File: config.mk
export PLATFORM = sky130hd
export DESIGN_NAME = clk_div_ctrl
export DESIGN_NICKNAME = d
export VERILOG_FILES = /design/src/rtl/clk_div_ctrl.sv
export SDC_FILE = /design/constraint.sdc
export NUM_CORES = 1
export LEC_CHECK = 0
export CAP_MARGIN = 30
export CORE_MARGIN = 2
export CORE_UTILIZATION = 55
export DETAILED_ROUTE_END_ITERATION = 8
export PLACE_DENSITY = 0.73
export SETUP_SLACK_MARGIN = 0.1
export SYNTH_ARGS = -nofsm -noshare
export SYNTH_HDL_FRONTEND = slang
export SYNTH_SLANG_ARGS = --single-unit
File: constraint.sdc
create_clock -name i_clk -period 8.79 [get_ports i_clk]
set_clock_uncertainty 0.15 [all_clocks]
set_input_delay 2.637 -clock i_clk [delete_from_list [all_inputs] [get_ports i_clk]]
set_output_delay 2.637 -clock i_clk [all_outputs]
set_load 0.01 [all_outputs]
File: src/rtl/clk_div_ctrl.sv
// clk_div_ctrl: NCH-channel programmable clock divider fed by one shared, glitch-free config port.
// Optional CLK_DIV_CTRL_SYNC_RESTART_EN: every apply restarts and phase-aligns all running channels.
module clk_div_ctrl #(
  parameter int NCH   = 3,
  parameter int WIDTH = 16
) (
  input  logic             i_clk,
  input  logic             i_rst,
  input  logic             i_en,
  input  logic             i_cfg_valid,
  input  logic [1:0]       i_cfg_ch,
  input  logic [WIDTH-1:0] i_cfg_div,
  output logic             o_cfg_ready,
  output logic             o_cfg_done,
  output logic             o_cfg_err,
  output logic [NCH-1:0]   o_tick,
  output logic [NCH-1:0]   o_clk
);
`ifdef CLK_DIV_CTRL_SYNC_RESTART_EN
  localparam bit SYNC = 1'b1;
`else
  localparam bit SYNC = 1'b0;
`endif
  logic [1:0]       pend_ch;
  logic [WIDTH-1:0] pend_div;
  logic [WIDTH-1:0] div [NCH];
  logic [WIDTH-1:0] cnt [NCH];
  logic [NCH-1:0]   hit, run, term, app;
  logic             bad, any_app;
  always_comb begin
    hit = '0;
    run = '0;
    term = '0;
    app = '0;
    for (int c = 0; c < NCH; c++) begin
      hit[c]  = !o_cfg_ready && pend_ch == 2'(c);
      run[c]  = div[c] != '0;
      term[c] = i_en && run[c] && cnt[c] == '0;
      app[c]  = hit[c] && (!run[c] || term[c]);
    end
    bad     = !o_cfg_ready && !(|hit);
    any_app = |app;
  end
  always_ff @(posedge i_clk or posedge i_rst) begin
    if (i_rst) begin
      o_cfg_ready <= 1'b1;
      o_cfg_done  <= 1'b0;
      o_cfg_err   <= 1'b0;
      pend_ch     <= '0;
      pend_div    <= '0;
    end else begin
      o_cfg_done <= any_app;
      o_cfg_err  <= bad;
      if (i_cfg_valid && o_cfg_ready) begin
        o_cfg_ready <= 1'b0;
        pend_ch     <= i_cfg_ch;
        pend_div    <= i_cfg_div;
      end else if (any_app || bad) begin
        o_cfg_ready <= 1'b1;
      end
    end
  end
  // A running target only swaps divisors on its own terminal count, so o_clk never glitches.
  always_ff @(posedge i_clk or posedge i_rst) begin
    if (i_rst) begin
      o_tick <= '0;
      o_clk  <= '0;
      for (int c = 0; c < NCH; c++) begin
        div[c] <= '0;
        cnt[c] <= '0;
      end
    end else begin
      o_tick <= term;
      for (int c = 0; c < NCH; c++) begin
        if (app[c]) begin
          div[c]   <= pend_div;
          cnt[c]   <= pend_div == '0 ? '0 : pend_div - 1'b1;
          o_clk[c] <= !SYNC && run[c] && pend_div != '0 && !o_clk[c];
        end else if (SYNC && any_app && run[c]) begin
          cnt[c]   <= div[c] - 1'b1;
          o_clk[c] <= 1'b0;
        end else if (term[c]) begin
          cnt[c]   <= div[c] - 1'b1;
          o_clk[c] <= !o_clk[c];
        end else if (i_en && run[c]) begin
          cnt[c] <= cnt[c] - 1'b1;
        end
      end
    end
  end
endmodule

Yosys cells after proc, flatten, opt, wreduce, memory -nomap -nowiden:

Index checks and enable logic that the tools add are counted.

* $add $sub $neg: 7
* eq/ne operators: 2
* multiplexer cells: 18
* reduce and logical (&&, ||, !) cells: 50

Operators with widths (count)
* $mux 16: 10
* $sub 16x1->16 const B: 7
* $logic_not 16->1: 4
* $reduce_bool 16->1: 4
* $logic_and 1x1->1: 20
* $reduce_bool 3->1: 3
* $logic_not 1->1: 8
* $mux 1: 8
* $reduce_bool 2->1: 4
* $reduce_or 3->1: 2
* $logic_or 1x1->1: 4
* $eq 2x1->1 const B: 1
* $eq 2x2->1 const B: 1
* $logic_not 2->1: 1

* flip-flop bits (word level): 123
* output and inout bits: 9
* word-level logic and storage cells: 92

Depth between registers and ports, before layout:

Gate-level depths: netlist (run 1).

* depth in word-level cells: 9
* mapped depth: 13

Least setup slack after synthesis (run 1):

Ideal clock, no wire load.

* kind: input -> register
* start point: input i_en
* end point: register cnt[28] (netlist bit)
* arrival time: 5.355 ns
* required time: 8.563 ns
* slack: 3.208 ns
* stages: 12
* buffers on the path: 1
* cells stage by stage: or3b_2 -> or2_2 -> buf_2 -> a211oi_4 -> a21oi_1 -> ha_1 -> or4b_1 -> nor4_1 -> o31ai_1 -> or4_1 -> a221o_1 -> a21oi_1

* longest elaborated chain between the ends: 5

RTL lines
* from (decl): line 9 `input logic i_en,`
* $logic_and 1x1->1 * (2 in series): line 38 `term[c] = i_en && run[c] && cnt[c] == '0;`
* net term[1]: line 28 `logic [NCH-1:0] hit, run, term, app;`
* $logic_or 1x1->1: line 39 `app[c] = hit[c] && (!run[c] || term[c]);`
* $logic_and 1x1->1: line 39
* $reduce_bool 3->1 (no source line) or $mux 16 (tied branches)
* to (signal, indexed assignment): line 77 `cnt[c] <= pend_div == '0 ? '0 : pend_div - 1'b1;`
* to (signal, indexed assignment): line 80 `cnt[c] <= div[c] - 1'b1;`
* to (signal, indexed assignment): line 83 `cnt[c] <= div[c] - 1'b1;`
* to (decl): line 27 `logic [WIDTH-1:0] cnt [NCH];`

Mark *: on every way through the listed nets, which the timed path passes. The rest lies on a longest branch.
A chain may end at the register's enable or synchronous reset.

Worst setup path in the final report (run 1):

Ends and elaborated chain as after synthesis.

==> results.py, run 1 <==
metrics = {
    "timing": {
        "period_needed_ns": 6.577,
        "slew_headroom": 0.2703,
        "tns_ns": 0,
        "worstMarginPinSlew_ns": 1.095,
        "slew_viol_final": 0,
        "hold_violations": 0,
        "setup_violations": 0,
        "finalCritPeriodShare": 0.7483,
        "fmax_ghz": 0.1520,
        "rsz0062_at_grt": "no",
    },
    "die": {
        "rows": 43,
        "io_pins": 31,
        "die_y_um": 121.7,
        "coreArea_mm2": 0.01372,
        "die_w_um": 121.7,
        "initial_core_util": 0.5554,
        "dieArea_mm2": 0.01481,
    },
    "logic_synthesis": {
        "synth-simple-area-share": 0.2685,
        "syn_area_per_cell_um2": 8.291,
        "synthesis.area_mm2": 0.007620,
        "netlist_top_cells_area": "dfrtp_1, nand2_1, nor2_1",
        "yosysWarnings": 0,
        "synth_ff_type": "dfrtp_1",
        "synth_enable_flop_cells": 0,
        "synth_xor_area_frac": 0.01609,
        "synth.distinct_cells": 76,
        "syn-num-nets": 945,
        "synth-async-reset-ratio": 1.000,
        "synth_common_cells": "nand2_1, dfrtp_1, nor2_1, o21ai_0, a21oi_1",
        "synth_top_area_frac": 0.4007,
        "yosys_register_bits": 123,
        "syn_inst": 919,
        "synthAdderAreaFrac": 0.006568,
        "synth_top_family_by_area": "simple AND/OR/NAND/NOR gates",
        "yosysMostFrequentCell": "nand2_1",
        "synth_top_area_cell": "dfrtp_1",
        "synth_compound_area_frac": 0.2281,
        "ys_seq_area_frac": 0.4041,
        "muxShareOfSynthArea": 0.04023,
    },
    "setup_path": {
        "r2r-start": "div[18]",
        "end_kind": "register",
        "r2r-end": "cnt[28]",
        "crit_fanout": 15,
        "cp-start-kind": "primary input",
        "crit_arrival_ns": 6.78,
        "cp.required_ns": 8.99,
        "crit_start": "i_en",
        "path_class": "primary input to register",
        "endpoint": "cnt[28]",
        "r2r_cells": 11,
        "rrSetupSlack_ns": 4.25,
    },
    "clock_tree": {
        "cts_tree": "yes",
        "hold_buffers": 0,
        "clockRootBuffer": "clkbuf_16",
        "clock_latency_ns": 0.43,
        "clockBufferDepth": 2,
        "post-cts-setup-buffers": 0,
        "cts.sinks": 123,
        "htreeDepth": 4,
        "cts_inserted_buffers": 17,
        "path_clk_slew_ns": 0.06,
        "cts_resized": 0,
    },
    "status": {
        "outcome": "finished, final reports clean",
    },
    "route": {
        "drtIter0Drc": 869,
        "postRouteWirelength_mm": 25.20,
        "wl_per_cell_um": 22.48,
        "drc": 0,
        "firstDrtPassIters": 9,
        "num_vias": 7639,
        "ant_nets": 0,
        "via_per_inst": 6.814,
    },
    "global_routing": {
        "grt_pass1_vias": 7351,
        "grtUsageTotal": 0.3536,
        "grt.overflow.total": 0,
        "grt_first_pass_wirelength_mm": 39.81,
        "antenna_found_initial": 0,
        "grt_max_degree": 69,
    },
    "power": {
        "p_leak_nw": 3.482,
        "irDropWorstVdd_mv": 0.2440,
        "powerDensity_mw_per_mm2": 311.0,
        "power_mw": 2.697,
    },
    "final_layout": {
        "syn_to_final_growth_pct": 13.79,
        "insertedDiodeCount": 0,
        "design_area_mm2": 0.008671,
        "layout-drive-gt1-share": 0.09777,
        "final_nets": 954,
    },
    "placement": {
        "placed_cell_area_mm2": 0.008053,
        "globalplace.congestion": 0.9591,
        "io_buffers": 30,
        "dpl.hpwl_mm": 17.94,
    },
    "flow_run": {
        "cap_viol_max_count": 0,
    },
    "worst_hold_path": {
        "hold_path.class": "register to register",
        "min_path_cells": 1,
    },
}
==> layout make-up <==
cell class	instances	area (um2)
Tap cell	180	225.2
Multi-Input combinational cell	727	4279
Clock inverter	15	165.2
Timing Repair Buffer	42	430.4
Inverter	17	66.31
Sequential cell	123	3079
Clock buffer	17	425.4
Fill cell	1201	5049
==> cells in the final DEF, fill, tap and decap left out, drive strengths merged, types with 15 or more instances in the layout <==
master	instances
nor2	75
or4	15
nand2	177
nor3	47
o31ai	15
a211oi	16
dfrtp	122
mux2	21
clkdlybuf4s50	30
clkbuf	17
or3	28
inv	21
a21oi	52
nor4	21
o21ai	57
==> routing by layer <==
metal	GRT usage	part of all wire
met2	0.5646	0.47
met1	0.4473	0.40
met5	0	0
met4	0.1968	0.054
met3	0.07772	0.078
==> stage by stage <==
| step | utilization | setup WS [ns] | hold WS [ns] | std cells |
|---|---|---|---|---|
| global route | 0.6320 | 2.102 | 0.3858 | 1121 |
| global placement | 0.5844 | 2.017 | 0.3282 | 1086 |
| CTS | 0.6300 | 2.328 | 0.3492 | 1120 |
| floorplan | - | 2.734 | 0.3106 | 919 |
| detailed placement | 0.5870 | 1.896 | 0.3352 | 1088 |
| finish | 0.6320 | 2.213 | 0.3500 | 1121 |
==> power by group <==
group	internal [mW]	total [mW]	switching, mW
Clock	0.422	0.708	0.286
Combinational	0.354	0.895	0.540
Sequential	0.755	1.09	0.339
==> state kept, by name (all words and copies together), names as in the netlist <==
signal       flops
div             48
o_tick           3
o_cfg_ready      1
cnt             48
pend_ch          2
pend_div        16
o_clk            3
o_cfg_err        1
o_cfg_done       1
==> worst min-delay path by stage <==
stage | start | to | slack, ns
final | o_clk[1] | o_clk[1] | 0.35
after global routing | o_clk[2] | o_clk[2] | 0.39
after CTS | o_clk[1] | o_clk[1] | 0.35
after detailed placement | o_clk[1] | o_clk[1] | 0.34
after global placement | o_clk[1] | o_clk[1] | 0.33
after floorplan | div[15] | div[15] | 0.31
==> logic make-up after synthesis <==
group / Yosys count
AO/OA/AOI/OAI: 256
XOR/XNOR: 14
adder cells (fa/ha/maj): 4
buffers and inverters: 69
flip-flops: 123
multiplexers: 28
AND/OR/NAND/NOR: 425
==> worst max-delay path, cell delays in order <==
cell	delay (ns)
clkdlybuf4s50_1	0.85
or3b_2	0.43
or2_2	0.22
a211oi_4	0.10
a21oi_1	0.20
ha_1	0.23
or4b_1	0.55
nor4_1	0.32
o31ai_1	0.24
or4_1	0.51
a221o_1	0.36
a21oi_1	0.13
Power figures use the tool's default switching activity.
==> inputs of run 2 (changes only) <==
==> constraint.sdc (replaced) <==
create_clock -name i_clk -period 6.2 [get_ports i_clk]
set_clock_uncertainty 0.15 [all_clocks]
set_input_delay 1.86 -clock i_clk [delete_from_list [all_inputs] [get_ports i_clk]]
set_output_delay 1.86 -clock i_clk [all_outputs]
set_load 0.01 [all_outputs]
==> run 2 against run 1 <==
Die area unchanged. Sequential power up 42%. Clock-buffer cell count increased by 6. Sequential cell count unchanged. Worst setup slack worse by 1.3 ns. Core utilization is 0.16 points higher. Critical path type unchanged. Largest cell class unchanged.
==> results.py, run 2 (synthesis results as in run 1) <==
metrics = {
    "die": {
        "rows": 43,
        "dieArea_mm2": 0.01481,
        "die_w_um": 121.7,
        "die_y_um": 121.7,
        "coreArea_mm2": 0.01372,
        "initial_core_util": 0.5554,
        "io_pins": 31,
    },
    "global_routing": {
        "grt_max_degree": 67,
        "grt_first_pass_wirelength_mm": 40.59,
        "antenna_found_initial": 0,
        "grt_pass1_vias": 7274,
        "grtUsageTotal": 0.3581,
        "grt.overflow.total": 0,
    },
    "final_layout": {
        "insertedDiodeCount": 0,
        "final_nets": 958,
        "final_cells": 1125,
        "reg.largest.list": "cnt: 48 flops, div: 48 flops, pend_div: 16 flops",
        "design_area_mm2": 0.008692,
        "layout_commonest_cell": "nand2_1",
        "syn_to_final_growth_pct": 14.07,
        "fillers": 1193,
        "mostFrequentLayoutCells": "nand2_1, dfrtp_1, nor2_1",
        "layout-drive-gt1-share": 0.09947,
    },
    "route": {
        "drc": 0,
        "num_vias": 7596,
        "drtIter0Drc": 690,
        "ant_nets": 0,
        "postRouteWirelength_mm": 25.31,
        "firstDrtPassIters": 6,
        "wl_per_cell_um": 22.49,
        "via_per_inst": 6.752,
    },
    "power": {
        "pwr-share-seq": 0.401,
        "p_clk_frac": 0.271,
        "p_leak_nw": 3.503,
        "powerDensity_mw_per_mm2": 446.1,
        "p_int_mw": 2.251,
        "irDropWorstVdd_mv": 0.3288,
        "p_comb_frac": 0.328,
        "p_sw_mw": 1.626,
        "swShare": 0.4193,
    },
    "clock_tree": {
        "cts_resized": 0,
        "hold_buffers": 0,
        "cts.sinks": 123,
        "cts_tree": "yes",
        "clockRootBuffer": "clkbuf_16",
        "cts_inserted_buffers": 17,
        "path_clk_slew_ns": 0.06,
        "htreeDepth": 4,
        "clockBufferDepth": 2,
        "clock_latency_ns": 0.43,
        "post-cts-setup-buffers": 0,
    },
    "placement": {
        "placed_cells": 1093,
        "placed_cell_area_mm2": 0.008068,
        "globalplace.congestion": 0.9562,
        "dpl.hpwl_mm": 18.12,
        "io_buffers": 30,
        "pre_cts_ws_ns": 0.5245,
    },
    "setup_path": {
        "rrSetupSlack_ns": 1.60,
        "crit_path_frequent_cell": "a21oi_1",
        "r2r_cells": 11,
        "crit_chain": "clkdlybuf4s50_1 -> or3b_2 -> or2_2 -> a211oi_4 -> a21oi_1 -> ha_1 -> or4b_1 -> nor4_1 -> o31ai_1 -> or4_1 -> a221o_1 -> a21oi_1",
        "r2r-start": "div[22]",
        "cp.required_ns": 6.40,
        "crit_arrival_ns": 5.52,
        "path_class": "primary input to register",
        "crit_fanout": 9,
        "crit_path_max_incr_delay_ns": 0.53,
        "critPathSlowestCell": "or4b_1",
        "cp-start-kind": "primary input",
        "r2r-end": "cnt[28]",
        "end_kind": "register",
    },
    "timing": {
        "slew_headroom": 0.3331,
        "tns_ns": 0,
        "setup_ws_ns": 0.8747,
        "worstMarginPinSlew_ns": 0.9979,
        "rsz0062_at_grt": "no",
        "setup_violations": 0,
        "period_needed_ns": 5.325,
        "slew_viol_final": 0,
        "hold_violations": 0,
        "finalCritPeriodShare": 0.8589,
        "fmax_ghz": 0.1878,
    },
    "worst_hold_path": {
        "hold_path.class": "register to register",
        "min_from": "o_clk[1]",
        "worstHoldEndpoint": "o_clk[1]",
        "min_path_cells": 1,
    },
    "status": {
        "outcome": "finished, final reports clean",
    },
    "flow_run": {
        "cap_viol_max_count": 0,
    },
}
[run 2: how the worst max path moves through the flow]
stage	start	endpoint	slack, ns	cells after the start
after CTS	i_en	cnt[28]	0.95	12
after detailed placement	i_en	cnt[28]	0.52	12
after global routing	i_en	cnt[28]	0.76	12
after global placement	i_en	cnt[28]	0.56	12
final	i_en	cnt[28]	0.87	12
after floorplan	i_rst	cnt[0]	0.92	1
[run 2: area by class of cell]
cell class	count	area, um2	share of cell area
clock buffer	23	488.0	0.05614
clock inverter	9	136.4	0.01569
inverter	17	66.31	0.007629
multi-input combinational	727	4279	0.4923
sequential	123	3079	0.3543
tap	180	225.2	0.02591
timing repair buffer	46	417.9	0.04808
[run 2: per-layer routing]
layer / part of all wire / vias up / track usage
met2: 0.47 / 388 / 0.5748
met1: 0.42 / 3701 / 0.4726
met4: 0.034 / 0 / 0.1523
met3: 0.074 / 71 / 0.07444
met5: 0 / - / 0
li1: - / 3436 / -
[run 2: critical path: cells and delay by family]
kind | cells | cell delay [ns]
AOI/OAI and AO/OA | 5 | 1.03
buffers and inverters | 1 | 0.51
and+or+nand+nor | 5 | 1.89
adders and majority gates | 1 | 0.22
[run 2: power by group through the flow]
stage | Combinational [mW] | Clock (mW) | Sequential (mW)
2_1_floorplan | 0.981 | 0 | 1.31
3_3_place_gp | 1.20 | 0 | 1.53
3_5_place_dp | 1.24 | 0 | 1.54
4_1_cts | 1.25 | 1.06 | 1.53
5_1_grt | 1.40 | 1.10 | 1.59
6_report | 1.27 | 1.05 | 1.55
[run 2: per-stage QoR]
step,util,hold WS (ns),total power [mW]
finish,0.6336,0.3570,3.877
global route,0.6336,0.3886,4.091
CTS,0.6336,0.3539,3.837
detailed placement,0.5881,0.3417,2.776
global placement,0.5871,0.3261,2.729
floorplan,-,0.3106,2.294
==> RTL edit: new RTL, settings of run 2 <==
Put one more register stage on the output `o_cfg_err`, without a reset. The value now appears one clock later. The other outputs are not delayed to match.
--- a/src/rtl/clk_div_ctrl.sv
+++ b/src/rtl/clk_div_ctrl.sv
@@ -17,4 +17,6 @@
   output logic [NCH-1:0]   o_clk
 );
+
+  logic o_cfg_err_s0;
 `ifdef CLK_DIV_CTRL_SYNC_RESTART_EN
   localparam bit SYNC = 1'b1;
@@ -46,10 +48,10 @@
       o_cfg_ready <= 1'b1;
       o_cfg_done  <= 1'b0;
-      o_cfg_err   <= 1'b0;
+      o_cfg_err_s0 <= 1'b0;
       pend_ch     <= '0;
       pend_div    <= '0;
     end else begin
       o_cfg_done <= any_app;
-      o_cfg_err  <= bad;
+      o_cfg_err_s0 <= bad;
       if (i_cfg_valid && o_cfg_ready) begin
         o_cfg_ready <= 1'b0;
@@ -89,4 +91,8 @@
     end
   end
+  always_ff @(posedge i_clk) begin
+    o_cfg_err <= o_cfg_err_s0;
+  end
+
 endmodule
 
Formal check against the unedited RTL: not equivalent (Yosys sat finds a counterexample within 4 cycles, from zero or initial values and one cycle with i_rst high).
==> RTL edit against run 2 <==
Die area down 0.25%; register-to-register slack better by 0.27 ns; total power increased by 12%; wire length shrank 7.5%; sequential cell count increased by 1; final area shrank 0.88%; setup slack improved by 0.23 ns; combinational power grew 25%; count of clock-buffer cells in the layout is 4 lower; utilization is 1.2 points higher; hold slack got worse by 0.16 ns; clock power shrank 5%; area after synthesis is 0.26% lower; largest power group unchanged.
==> RTL edit: results (changes against run 2) <==
[critical_path]
cp_data_arrival_time_ns = 5.29  ; -0.23 ns
path_max_fanout = 8  ; -1
r2r-end = cnt[14]$_DFFE_PP0P_
cp_slowest_cell = nor3_1
regToRegStartpoint = div[3]$_DFFE_PP0P_
slowest_delay_ns = 0.79  ; +0.26 ns

[placement]
dp_cells = 1070  ; -2.1%
pre_cts_ws_ns = 0.7860  ; +0.2614 ns
place.gp.congestion = 0.9768  ; +2.2%
post_dp_cell_area_um2 = 8021  ; -0.57%

[yosys]
synth_top_area_share_pct = 40.17  ; +0.11 points
yosysSeqAreaShare_pct = 40.78  ; +0.37 points
synth_common_cells = nand2_1, dfrtp_1, nor2_1, a21oi_1, nor3_1
synthArstFlopShare_pct = 99.19  ; -0.81 points
synth_nets = 922  ; -2.4%
ys_types = 86  ; +13%
synthCells = 896  ; -2.5%
yosys-top-cells-area = dfrtp_1, nand2_1, nor2_1

[route]
routed_wl_um = 23400  ; -7.5%
wl_met3_um = 2269  ; +21%
wl_met1_um = 9499  ; -11%
vias_per_cell = 6.754  ; about the same
wl_met2_um = 10600  ; -11%
vias = 7443  ; -2.0%
drtIter0Drc = 1210  ; +75%

[min_path]
hold_depth = 0  ; -1

[grt]
grt_first_pass_wirelength_um = 37800  ; -6.9%
grt_start_max_net_pins = 68  ; +1.5%
met3_usage_pct = 7.257  ; -0.19 points
grt_use_met2_pct = 51.72  ; -5.8 points
use_met1_pct = 45.36  ; -1.9 points
grt_pass1_vias = 7125  ; -2.0%
grtUsageTotal_pct = 33.29  ; -2.5 points

[pwr]
ir_drop_uv = 303.8  ; -7.6%
power_switching_mw = 1.934  ; +19%
p_leak_nw = 3.531  ; +0.80%

[timing]
min_period_ns = 5.097  ; -0.2285 ns
max_slew_margin_pct = 32.44  ; -0.87 points
timing.hold.ws_ns = 0.1956  ; -0.1614 ns

[final_layout]
fin_nets = 939  ; -2.0%

[outcome]
status = completed

[RTL edit: area by class of cell]
cell class	instances	area [um^2]
flip-flops and latches	124	3099
inverters	9	36.28
well taps	176	220.2
clock buffers	19	452.9
clock inverters	13	141.4
fillers	1121	4732
repair buffers	47	427.9
multi-input cells	714	4238
[RTL edit: power groups by stage]
stage	Combinational (mW)	Clock, mW	Sequential [mW]
3_5_place_dp	1.55	0	1.72
2_1_floorplan	1.23	0	1.47
4_1_cts	1.57	1.01	1.71
5_1_grt	1.75	1.05	1.79
6_report	1.59	1.00	1.74
3_3_place_gp	1.50	0	1.70
[RTL edit: cell families (layout without fill, tap and decap cells)]
family,count (synthesis),in the layout,synth area share [%]
buffers and inverters,58,88,3.507
AO/OA/AOI/OAI,234,234,22.06
adder cells (fa/ha/maj),4,4,0.6586
flip-flops,124,124,40.78
multiplexers,28,28,4.116
AND/OR/NAND/NOR,427,427,26.46
XOR/XNOR,21,21,2.420
